**src/rtl/cordic_gain_compensator_pkg.sv**
```systemverilog
// Shared constants and types for the CORDIC gain compensation stage.
// Holds the mode encodings, the 1/K constant and the local FSM state encoding.
package cordic_gain_compensator_pkg;

    localparam int CORDIC_WIDTH  = 32;
    localparam int CORDIC_MODE_W = 2;

    // 1/K = 0.6072529349 as unsigned Q0.32
    localparam logic [31:0] CORDIC_INV_GAIN = 32'h9B74EDA8;

    localparam logic [CORDIC_MODE_W-1:0] MODE_CIRCULAR   = 2'd0;
    localparam logic [CORDIC_MODE_W-1:0] MODE_LINEAR     = 2'd1;
    localparam logic [CORDIC_MODE_W-1:0] MODE_HYPERBOLIC = 2'd2;

    typedef enum logic [1:0] {
        ST_IDLE = 2'd0,
        ST_MUL  = 2'd1,
        ST_DONE = 2'd2
    } state_t;

endpackage

```
**src/rtl/cordic_gain_compensator_seq_const_multiplier.sv**
```systemverilog
// Unsigned WIDTH x WIDTH shift-add multiplier by a constant, one constant bit per clock.
// `product` shows the accumulator value including the current step, so it is final while `done` is high.
module seq_const_multiplier #(
    parameter int                WIDTH = 32,
    parameter logic [WIDTH-1:0]  CONST = 32'h9B74EDA8
) (
    input  logic                 clock,
    input  logic                 reset_n,
    input  logic                 start,
    input  logic [WIDTH-1:0]     multiplicand,
    output logic                 busy,
    output logic                 done,
    output logic [2*WIDTH-1:0]   product
);

    localparam int CW = $clog2(WIDTH);

    logic [WIDTH-1:0]   mcand_reg;
    logic [2*WIDTH-1:0] acc_reg;
    logic [2*WIDTH-1:0] acc_next;
    logic [2*WIDTH-1:0] term;
    logic [CW-1:0]      cnt_reg;
    logic               busy_reg;

    always_comb begin
        term = '0;
        if (CONST[cnt_reg]) begin
            term = {{WIDTH{1'b0}}, mcand_reg} << cnt_reg;
        end
        acc_next = acc_reg + term;
    end

    assign busy    = busy_reg;
    assign done    = busy_reg && (cnt_reg == CW'(WIDTH - 1));
    assign product = acc_next;

    always_ff @(posedge clock or negedge reset_n) begin
        if (!reset_n) begin
            mcand_reg <= '0;
            acc_reg   <= '0;
            cnt_reg   <= '0;
            busy_reg  <= 1'b0;
        end else if (start) begin
            mcand_reg <= multiplicand;
            acc_reg   <= '0;
            cnt_reg   <= '0;
            busy_reg  <= 1'b1;
        end else if (busy_reg) begin
            acc_reg <= acc_next;
            cnt_reg <= cnt_reg + CW'(1);
            if (done) begin
                busy_reg <= 1'b0;
            end
        end
    end

endmodule

```
**src/rtl/cordic_gain_compensator.sv**
```systemverilog
// Removes the CORDIC gain from x in circular mode (x * 1/K, rounded on magnitude);
// other modes pass through. One sample in flight, valid/ready on both sides.
module cordic_gain_compensator
    import cordic_gain_compensator_pkg::*;
#(
    parameter int               WIDTH    = CORDIC_WIDTH,
    parameter logic [WIDTH-1:0] INV_GAIN = CORDIC_INV_GAIN,
    parameter int               MODE_W   = CORDIC_MODE_W
) (
    input  logic                     clock,
    input  logic                     reset_n,
    input  logic                     in_valid,
    output logic                     in_ready,
    input  logic [MODE_W-1:0]        in_mode,
    input  logic signed [WIDTH-1:0]  in_x,
    input  logic signed [WIDTH-1:0]  in_y,
    input  logic signed [WIDTH-1:0]  in_angle,
    output logic                     out_valid,
    input  logic                     out_ready,
    output logic signed [WIDTH-1:0]  out_x,
    output logic signed [WIDTH-1:0]  out_y,
    output logic signed [WIDTH-1:0]  out_angle
);

    localparam logic [2*WIDTH-1:0] HALF_LSB = {{WIDTH{1'b0}}, 1'b1, {(WIDTH-1){1'b0}}};

    state_t state_reg;
    state_t state_next;

    logic [WIDTH-1:0]   out_x_reg;
    logic [WIDTH-1:0]   out_y_reg;
    logic [WIDTH-1:0]   out_angle_reg;
    logic               neg_reg;

    logic               accept;
    logic               is_circular;
    logic [WIDTH-1:0]   mag;
    logic               mul_start;
    logic               mul_busy;
    logic               mul_done;
    logic [2*WIDTH-1:0] mul_product;
    logic [2*WIDTH-1:0] rounded;
    logic [WIDTH-1:0]   r_mag;
    logic [WIDTH-1:0]   corrected;

    assign is_circular = (in_mode == MODE_W'(MODE_CIRCULAR));
    assign accept      = (state_reg == ST_IDLE) && in_valid;
    assign mul_start   = accept && is_circular;

    // Two's complement negate in WIDTH unsigned bits: the most negative input maps to 2^(WIDTH-1).
    assign mag = in_x[WIDTH-1] ? -in_x : in_x;

    seq_const_multiplier #(
        .WIDTH (WIDTH),
        .CONST (INV_GAIN)
    ) u_mul (
        .clock        (clock),
        .reset_n      (reset_n),
        .start        (mul_start),
        .multiplicand (mag),
        .busy         (mul_busy),
        .done         (mul_done),
        .product      (mul_product)
    );

    // Round half up on the magnitude, then restore the sign; a zero magnitude stays zero.
    assign rounded   = mul_product + HALF_LSB;
    assign r_mag     = rounded[2*WIDTH-1:WIDTH];
    assign corrected = neg_reg ? -r_mag : r_mag;

    always_ff @(posedge clock or negedge reset_n) begin
        if (!reset_n) begin
            state_reg <= ST_IDLE;
        end else begin
            state_reg <= state_next;
        end
    end

    always_comb begin
        state_next = state_reg;
        case (state_reg)
            ST_IDLE: if (in_valid) state_next = is_circular ? ST_MUL : ST_DONE;
            ST_MUL:  if (mul_done) state_next = ST_DONE;
            ST_DONE: if (out_ready) state_next = ST_IDLE;
            default: state_next = ST_IDLE;
        endcase
    end

    always_comb begin
        in_ready  = (state_reg == ST_IDLE) && !mul_busy;
        out_valid = (state_reg == ST_DONE);
    end

    always_ff @(posedge clock or negedge reset_n) begin
        if (!reset_n) begin
            out_x_reg     <= '0;
            out_y_reg     <= '0;
            out_angle_reg <= '0;
            neg_reg       <= 1'b0;
        end else if (accept) begin
            out_y_reg     <= in_y;
            out_angle_reg <= in_angle;
            neg_reg       <= in_x[WIDTH-1];
            if (!is_circular) begin
                out_x_reg <= in_x;
            end
        end else if ((state_reg == ST_MUL) && mul_done) begin
            out_x_reg <= corrected;
        end
    end

    assign out_x     = out_x_reg;
    assign out_y     = out_y_reg;
    assign out_angle = out_angle_reg;

endmodule
```
**config.mk**
```make
export PLATFORM = sky130hd
export DESIGN_NAME = cordic_gain_compensator
export DESIGN_NICKNAME = d
export VERILOG_FILES = /design/src/rtl/cordic_gain_compensator_pkg.sv /design/src/rtl/cordic_gain_compensator_seq_const_multiplier.sv /design/src/rtl/cordic_gain_compensator.sv
export SDC_FILE = /design/constraint.sdc
export NUM_CORES = 1
export LEC_CHECK = 0
export BUFFER_PORTS_ARGS = -buffer_cell sky130_fd_sc_hd__buf_2
export CORE_AREA = 2 2 165 288
export CTS_BUF_LIST = sky130_fd_sc_hd__clkbuf_8
export CTS_CLUSTER_DIAMETER = 80
export DETAILED_ROUTE_END_ITERATION = 8
export DIE_AREA = 0 0 167 290
export PLACE_DENSITY_LB_ADDON = 0.2
export SLEW_MARGIN = 20
export SYNTH_ARGS = -nofsm -noshare
export SYNTH_HDL_FRONTEND = slang
export SYNTH_SLANG_ARGS = --single-unit
```
**constraint.sdc**
```tcl
create_clock -name clock -period 8 [get_ports clock]
set_input_delay 0 -clock clock [delete_from_list [all_inputs] [get_ports clock]]
set_output_delay 0 -clock clock [all_outputs]
set_load 0.005 [all_outputs]
```
; Word level (Yosys, flattened, before mapping)
; Memories as Yosys holds them, arrays and structs flattened.
; Index checks and enable logic that the tools add are counted.
[classes]
addsub = 5
n_mul = 0
div = 0
order_cmp = 1
n_eq_ne = 7
shift = 1
mux = 19
bitwise = 0
n_reduce_logical = 12
[op_table]
columns = operator, count
row1 = $mux 64, 3
row2 = $mux 32, 5
row3 = $add 64x32->64 const B, 1
row4 = $add 64x64->64, 1
row5 = $neg 32->32, 2
row6 = $shl 32x5->64, 1
row7 = $mux 5, 2
row8 = $mux 2, 4
row9 = $lt 5x6->1 const B, 1
row10 = $ne 2x2->1 const B, 3
row11 = $pmux 2 s3, 1
row12 = $add 5x1->5 const B, 1
row13 = $eq 5x5->1 const B, 1
row14 = $logic_and 1x1->1, 5
row15 = $logic_not 2->1, 2
row16 = $mux 1, 4
row17 = $reduce_bool 2->1, 2
row18 = $reduce_and 3->1, 1
row19 = $eq 2x1->1 const B, 1
row20 = $eq 2x2->1 const B, 1
row21 = $ne 2x1->1 const B, 1
row22 = $reduce_and 2->1, 1
row23 = $logic_not 1->1, 1
[word_totals]
reg_bits = 201
latch_bits = 0
mem_bits_rw = 0
mem_bits_ro = 32
output_inout_bits = 98
mem_count = 1
[mem_list]
columns = name, words, width, read_ports, rd_ports_with_merged_regs, wr, line_no
row1 = (name not given), 32, 1, 1, 0, 0, cordic_gain_compensator_seq_const_multiplier.sv:27  ; if (CONST[cnt_reg]) begin

; Logic depth before layout (Yosys ltp)
; Gate-level depths: netlist of run 1.
[logic_depth]
word_depth = 9
ltp_mapped = 33
ltp_nobuf = 27

; Modules after synthesis
; From an unflattened synthesis of run 1, not the netlist that was laid out.
[unflattened]
hier_cells = 2035
hier_area_um2 = 16618.4
[by_module_without_submodules]
columns = module, n_inst, cells_each, area_each_um2, seq_area_each_um2
row1 = seq_const_multiplier, 1, 1220, 10241.1, 2552.4
row2 = cordic_gain_compensator, 1, 815, 6377.4, 2477.4

; Worst setup path after synthesis of run 1
; Ideal clock, no wire load.
[synth_timing]
path_type = reg-to-reg
start = register u_mul.cnt_reg[0]
end = register out_x_reg[27], in the netlist out_x[27]
setup_ns = 0.126
arrival_time_ns = 6.917
slack_ns = 0.957
path_stages_with_launch = 34
path_buffers = 6
cell_sequence = dfrtp_1 > clkbuf_1 > buf_1 > inv_1 > ha_1 > inv_1 > nand2_1 > a21o_1 > o211ai_1 > or2_2 > clkbuf_1 > o22ai_1 > ha_1 > buf_2 > and3_1 > and2_1 > a21o_1 > or2_1 > o21ai_0 > xor2_1 > inv_1 > ha_1 > inv_1 > nor3_4 > and3_1 > buf_4 > and3_1 > a31oi_1 > or4_1 > or4_1 > buf_2 > o31ai_2 > xnor2_1 > a221o_1
[synth_between]
elab_chain_len = 9
word_cells_on_any_way = 15
cone_classes = add/sub: 3 / eq/ne: 1 / shift: 1 / mux: 5 / reduce/logical: 4 / memory: 1
[synth_lines]
columns = item, line_no
row1 = from (decl), cordic_gain_compensator_seq_const_multiplier.sv:22  ; logic [CW-1:0] cnt_reg;
row2 = from (signal assigned), cordic_gain_compensator_seq_const_multiplier.sv:50  ; cnt_reg <= cnt_reg + CW'(1);
row3 = $mem_v2 32x1, n/a
row4 = $mux 1 (not written as such), cordic_gain_compensator_seq_const_multiplier.sv:27
row5 = $mux 64, cordic_gain_compensator_seq_const_multiplier.sv:27
row6 = $add 64x64->64, cordic_gain_compensator_seq_const_multiplier.sv:30  ; acc_next = acc_reg + term;
row7 = $add 64x32->64, cordic_gain_compensator.sv:67  ; assign rounded = mul_product + HALF_LSB;
row8 = $neg 32->32, cordic_gain_compensator.sv:69  ; assign corrected = neg_reg ? -r_mag : r_mag;
row9 = $mux 32, cordic_gain_compensator.sv:69
row10 = $mux 32, cordic_gain_compensator.sv:107  ; end else if ((state_reg == ST_MUL) && mul_done) begin
row11 = $mux 32, cordic_gain_compensator.sv:100  ; end else if (accept) begin
row12 = to (signal assigned), cordic_gain_compensator.sv:105  ; out_x_reg <= in_x;
row13 = to (signal assigned), cordic_gain_compensator.sv:108  ; out_x_reg <= corrected;
row14 = to (decl), cordic_gain_compensator.sv:30  ; logic [WIDTH-1:0] out_x_reg;
; Several ways; a longest one is shown, not always the timed one. The select of a mux whose other input is x is not followed.
; A chain may end at the register's enable or synchronous reset.

; Final worst setup path of run 1
[layout_timing]
start = register u_mul.cnt_reg[0]
end = register out_x_reg[26], in the netlist out_x[26]
; The elaborated chain is that of the path after synthesis.

==> reports/results.txt, run 1 <==
Status = finished clean
Clock insertion delay at the later pin of the skew report = 0.60 ns
Flop pwr share = 19.3%
Number of synthesized register bits = 201
Crit Path Max Fanout = 34
Chip width = 167 um
Drt drc = 0
Remaining antenna violation count = 0
Post-synth top area share = 29.8%
Routed WL per cell = 23.2 um
Min Clock Period, post-route = 7.76 ns
Critical Path, Cell by Cell = buf_12 > mux4_2 > mux2_2 > o21ai_0 > o22ai_1 > ha_1 > nand4_1 > or3_1 > a311oi_1 > a311o_2 > xor2_1 > and2_1 > nand4_2 > o31a_1 > or4_1 > or4_1 > o31ai_1 > xor2_1 > o22ai_1
Reg-to-reg slack, setup = 0.24 ns
Number of flops mapped to enable cells by yosys = 0
Via/cell ratio = 5.74
I/O Buffers = 199
GP Congestion = 1.02
DRT Wirelength = 69100 um
Largest cells by area after synthesis = dfrtp_1, nand2_1, nor2_1
DIE AREA = 48400 um^2
Worst setup SP type = register
First-pass GRT wire length = 105000 um
R2R cell count = 19
Initial antenna violation count = 2
Flip-flop count of the largest register after layout = 64
CP Buf/Inv Count = 1
Fillers = 4475
Max Cap Violations = 0
Max-slew headroom = 36.1%
P_int = 4800 uW
Fin crit share = 97.0%
Core footprint = 45900 um^2
Final Setup Violations = 0
Crit path required time = 8.47 ns
Area of the multi-input gates = 11300 um^2
Leading area contributor after synthesis = dfrtp_1
RSZ-0062 raised after global routing = false
Slew Viols, Final = 0
CTS sink count = 201
Cell Area, Synth = 16900 um^2
Slew @ Worst Pin = 0.958 ns
Detailed router's first-iteration violation count = 1055
DP HPWL = 54100 um
Comb pwr share = 70.1%
Dpl cells = 2788
Clock transition at path regs = 0.07 ns
Total grt overflow = 0
Hold Crit Class = primary input to asynchronous set/reset pin
Reg area = 5040 um^2
Area Overhead vs Synth = 21.3%
Crit. End Element = register
Num CTS Buffers = 36
Vias in the first global route = 17739
Synth Area per Inst = 8.13 um^2
Post-synth ARST share = 100%
Clk_skew = 0.0401 ns
Clock Tree Root = clkbuf_8
Final nets = 2532
Primary FF master, synth = dfrtp_1
Peak VDD IR = 0.205 mV
Switch share = 52.8%
CTS max path bufs = 3
Row cnt = 104
Syn nets = 2251
Library cells used by synthesis = 109
Seq/Total Area, Yosys = 29.8%
Setup Buffers After CTS = 0
Initial Utilization = 36.8%
Io pins = 200
Total GRT Usage = 28.0%
Setup TNS = 0 ns
Crit Path Class = register to register
Largest net degree at the start of global routing = 111
# H-tree levels = 2
Synth warn = 0
Hold Vio Cnt, Final = 0
Top delay family on crit path = simple AND/OR/NAND/NOR gates
Crit-path slowest cell = ha_1
Post-Layout Cell Count = 2972
FMAX = 129 MHz
First-pass DRT Iterations = 6
Die Span Y = 290 um
Worst r2r src = u_mul.cnt_reg[0]$_DFFE_PN0P_
Clock Power Share = 10.6%
Pleak = 0.00957 uW
Fraction of layout cells with a size suffix above 1 = 18.3%
DR vias = 17063
Sw power = 5380 uW
Largest stage delay, worst path = 0.61 ns
Core Util, Final = 44.6%
CTS tree = done
Worst Path Arrival = 8.23 ns
Power density over cell area = 497 nW/um^2
Post-Synthesis Cells = 2079
End of the worst register-to-register path = out_x[26]$_DFFE_PN0P_
## power groups by stage
stage	registers (uW)	logic (uW)	clock network [uW]
after floorplan	1800	4920	0
after global placement	1950	6900	0
after detailed placement	1960	6930	0
after CTS	1960	7030	1110
after global routing	2040	7750	1150
final	1970	7140	1080
## final cells by class
class                   instances  share of cell area, %
flip-flops and latches        201                   24.6
inverters                      37                  0.677
diodes                          2                 0.0244
multi-input cells            1722                   55.0
clock buffers                  44                   2.95
well taps                     583                   3.56
repair buffers                362                   12.4
clock inverters                21                  0.867
## cells in the mapped netlist (19+ instances only)
cell type	number
o21ai_1	24
xor2_1	63
buf_2	24
nor3_1	41
mux4_2	26
a21o_1	29
o21ai_0	115
mux2i_1	85
inv_1	36
clkbuf_1	69
dfrtp_1	201
buf_1	19
mux2_2	31
nand3_1	32
or3_1	26
nor2_1	235
nand2_1	383
o22ai_1	33
nand4_1	36
a21oi_1	116
ha_1	69
xnor2_1	62
a31oi_1	24
## routing by layer
metal / up-vias / routed length (um) / global-route usage [%]
met5: - / 0 / 0
met4: 0 / 7050 / 24.6
met3: 220 / 3220 / 3.94
met2: 665 / 35000 / 50.4
met1: 8104 / 23800 / 27.7
li1: 8074 / - / -
## worst max-delay path by stage
stage	start	to	slack, ns	cells past startpoint
after floorplan	u_mul.cnt_reg[0]$_DFFE_PN0P_	out_x[27]$_DFFE_PN0P_	0.96	33
after detailed placement	u_mul.cnt_reg[1]$_DFFE_PN0P_	out_x[26]$_DFFE_PN0P_	0.03	20
after global placement	u_mul.cnt_reg[1]$_DFFE_PN0P_	out_x[26]$_DFFE_PN0P_	-0.03	22
after CTS	u_mul.cnt_reg[1]$_DFFE_PN0P_	out_x[26]$_DFFE_PN0P_	0.0004	20
final	u_mul.cnt_reg[0]$_DFFE_PN0P_	out_x[26]$_DFFE_PN0P_	0.24	19
after global routing	u_mul.cnt_reg[0]$_DFFE_PN0P_	out_x[26]$_DFFE_PN0P_	0.03	24
## timing repair
item | 4_1_cts | 5_1_grt
hold endpoints to repair | 238 | 0
hold buffers | 117 | 0
resized for setup | 0 | 9
setup endpoints to repair | 0 | 17
## kinds of logic after synthesis
family	share of synthesized area, %
compound gates	19.6
xor+xnor	7.03
fa+ha+maj	5.23
buf+inv	3.82
flops	29.8
mux	10.6
simple gates	24.0
## cell usage in the layout, fill, tap and decap left out, types with 6 or more instances in the layout
master,n
nor3_1,40
xnor2_1,62
mux4_2,26
ha_1,69
nor2b_1,6
clkinv_2,6
buf_4,45
nor2_1,235
mux2i_1,85
nand2_1,381
nand3_1,32
clkbuf_8,45
o21ai_0,113
o211ai_1,16
o21ai_1,25
o21a_1,11
or3_1,26
or4_1,10
a21oi_1,116
a21o_1,29
inv_1,44
or2_2,9
nand4_1,36
mux2_2,31
xor2_1,63
dfrtp_1,197
dlygate4sd3_1,117
o22ai_1,33
buf_2,198
a211oi_1,18
a31oi_1,24
o31ai_1,18
o41ai_1,9
nor4_1,12
nand2b_1,13
and3_1,15
and2_1,11
o211a_1,8
## per-stage QoR
step / total power (uW) / area (um^2) / hold slack, ns / worst slack, ns
floorplan: 6730 / 16900 / -0.296 / 0.957
global route: 10900 / 20500 / 0.138 / 0.0292
finish: 10200 / 20500 / 0.0764 / 0.240
global placement: 8850 / 18500 / 0.188 / -0.0300
detailed placement: 8890 / 18500 / 0.192 / 0.0311
CTS: 10100 / 20500 / 0.0914 / 0.000385
## worst reg2reg max path, cell delays in order, from the launching register on
cell      delay [ns]
dfrtp_2         0.50
buf_12          0.27
mux4_2          0.58
mux2_2          0.32
o21ai_0         0.49
o22ai_1         0.40
ha_1            0.62
nand4_1         0.26
or3_1           0.55
a311oi_1        0.28
a311o_2         0.30
xor2_1          0.41
and2_1          0.28
nand4_2         0.22
o31a_1          0.36
or4_1           0.51
or4_1           0.58
o31ai_1         0.37
xor2_1          0.25
o22ai_1         0.10
Power figures use the tool's default switching activity.
==> run 2, diff against run 1 <==
--- a/config.mk
+++ b/config.mk
@@ -6,11 +6,11 @@
 export NUM_CORES = 1
 export LEC_CHECK = 0
 export BUFFER_PORTS_ARGS = -buffer_cell sky130_fd_sc_hd__buf_2
-export CORE_AREA = 2 2 165 288
+export CORE_AREA = 2 2 259 184
 export CTS_BUF_LIST = sky130_fd_sc_hd__clkbuf_8
 export CTS_CLUSTER_DIAMETER = 80
 export DETAILED_ROUTE_END_ITERATION = 8
-export DIE_AREA = 0 0 167 290
+export DIE_AREA = 0 0 261 186
 export PLACE_DENSITY_LB_ADDON = 0.2
 export SLEW_MARGIN = 20
 export SYNTH_ARGS = -nofsm -noshare
==> run 2 against run 1 <==
  * Clock skew about the same
  * Worst setup slack better by 0.20 ns
  * Non-clock buffer count fell by 24
  * Combinational power shrank 2%
  * Critical endpoint is now out_x[30]$_DFFE_PN0P_
  * Final area down 0.74%
  * Sequential power about the same
  * Highest routed layer unchanged
  * Final cell count is 0.17% higher
  * Global-route usage down 1.8 points
  * Via count grew 1.3%
  * Sequential cell count unchanged
==> reports/results.txt, run 2 (synthesis results as in run 1) <==
Row cnt = 66
CTS max path bufs = 3
I/O Buffers = 199
Slew Viols, Final = 0
Min Clock Period, post-route = 7.56 ns
Io pins = 200
Largest net degree at the start of global routing = 95
Worst Setup SP = u_mul.cnt_reg[0]$_DFFE_PN0P_
Die Span Y = 186 um
Crit Path Class = register to register
Num CTS Buffers = 37
ANT cells = 0
Clk_skew = 0.0397 ns
Routed WL per cell = 22.1 um
Pleak = 0.00945 uW
Fraction of layout cells with a size suffix above 1 = 18.3%
Reg area = 5040 um^2
Most frequent cells in the layout = nand2_1, nor2_1, buf_2, dfrtp_1, a21oi_1
Chip width = 261 um
Power density over cell area = 497 nW/um^2
Hold_ws = 0.0304 ns
Total GRT Usage = 26.2%
First-pass GRT wire length = 97700 um
Crit. End Element = register
Placed inst area = 18400 um^2
GP Congestion = 1.05
Fin crit share = 94.5%
Final nets = 2509
Clock insertion delay at the later pin of the skew report = 0.59 ns
Slew @ Worst Pin = 1.02 ns
CTS tree = done
Area Overhead vs Synth = 20.4%
End of the worst register-to-register path = out_x[30]$_DFFE_PN0P_
Design area = 20400 um^2
Initial antenna violation count = 1
CTS sink count = 201
Crit Path Max Fanout = 36
Fillers = 4625
Hold Vio Cnt, Final = 0
Worst setup SP type = register
Max Cap Violations = 0
Flip-flop count of the largest register after layout = 64
Hold Crit Class = primary input to asynchronous set/reset pin
Clock transition at path regs = 0.06 ns
Clock Tree Root = clkbuf_8
Status = finished clean
FMAX = 132 MHz
Initial Utilization = 36.7%
Total grt overflow = 0
Detailed router's first-iteration violation count = 1976
Peak VDD IR = 0.186 mV
# H-tree levels = 2
DR vias = 17283
Via/cell ratio = 5.81
Worst Path Arrival = 8.04 ns
Drt drc = 0
First-pass DRT Iterations = 6
Final Setup Violations = 0
DIE AREA = 48500 um^2
Max-slew headroom = 31.8%
Vias in the first global route = 15826
DRT Wirelength = 65700 um
Commonest non-fill, non-tap cell in the layout = nand2_1
Reg-to-reg slack, setup = 0.44 ns
Core footprint = 46100 um^2
Remaining antenna violation count = 0
Worst r2r src = u_mul.cnt_reg[0]$_DFFE_PN0P_
R2R cell count = 24
Area of the multi-input gates = 11300 um^2
DP HPWL = 50000 um
Crit path required time = 8.47 ns
[run 2: layer usage]
metal	routed length (um)	share of wire (%)	GRT usage, %	vias to the layer above
li1	-	-	-	8019
met1	31200	47	40.7	8477
met2	27000	41	35.9	713
met3	6430	9.8	6.70	74
met4	1100	1.7	4.86	0
met5	0	0	0	-
[run 2: worst max-delay path by stage]
stage | endpoint | cells after the start
2_1_floorplan | out_x[27]$_DFFE_PN0P_ | 33
3_3_place_gp | out_x[23]$_DFFE_PN0P_ | 22
3_5_place_dp | out_x[23]$_DFFE_PN0P_ | 22
4_1_cts | out_x[30]$_DFFE_PN0P_ | 24
5_1_grt | out_x[23]$_DFFE_PN0P_ | 24
6_report | out_x[30]$_DFFE_PN0P_ | 24
[run 2: final cells by class]
| type | instances | share of cell area (%) |
|---|---|---|
| Timing Repair Buffer | 338 | 11.4 |
| Inverter | 37 | 0.682 |
| Sequential cell | 201 | 24.7 |
| Clock buffer | 51 | 3.45 |
| Multi-Input combinational cell | 1722 | 55.4 |
| Tap cell | 612 | 3.76 |
| Clock inverter | 16 | 0.529 |
[run 2: repair_timing]
| action | 4_1_cts | 5_1_grt |
|---|---|---|
| gates resized for setup | 0 | 8 |
| hold endpoints to repair | 210 | 0 |
| setup endpoints to repair | 0 | 11 |
| setup buffers | 0 | 3 |
| hold buffers | 104 | 0 |
[run 2: report_power, final]
part	internal (uW)	total, uW	leakage [uW]	switching, uW
Sequential	1520	1980	0.00247	459
Combinational	2670	7030	0.00654	4360
Clock	604	1110	0.000445	508
Total	4790	10100	0.00945	5320
[run 2: per-stage QoR]
step                total power [uW]  utilization (%)  setup WS, ns  TNS [ns]  std cells
global placement                8690             40.0         0.614         0       2803
global route                   10800             44.2      -0.00262  -0.00262       2977
floorplan                       6730                -         0.957         0       2079
detailed placement              8750             40.0         0.527         0       2803
finish                         10100             44.2         0.438         0       2977
CTS                             9960             44.0         0.448         0       2974
[run 2: critical path, stage by stage (launching register included)]
cell,delay [ns]
dfrtp_2,0.46
buf_12,0.27
mux4_2,0.57
mux2i_2,0.33
mux2_2,0.28
nor2_1,0.06
ha_1,0.39
a21oi_1,0.29
o21ai_0,0.22
a32oi_1,0.42
nand2b_1,0.22
or4b_2,0.64
nand3_1,0.25
inv_2,0.13
ha_1,0.26
inv_1,0.17
nor3_4,0.08
and3_2,0.31
and3_1,0.23
a211oi_1,0.25
a31oi_1,0.14
or4_1,0.73
o41ai_2,0.41
xnor2_1,0.16
a2bb2oi_1,0.18
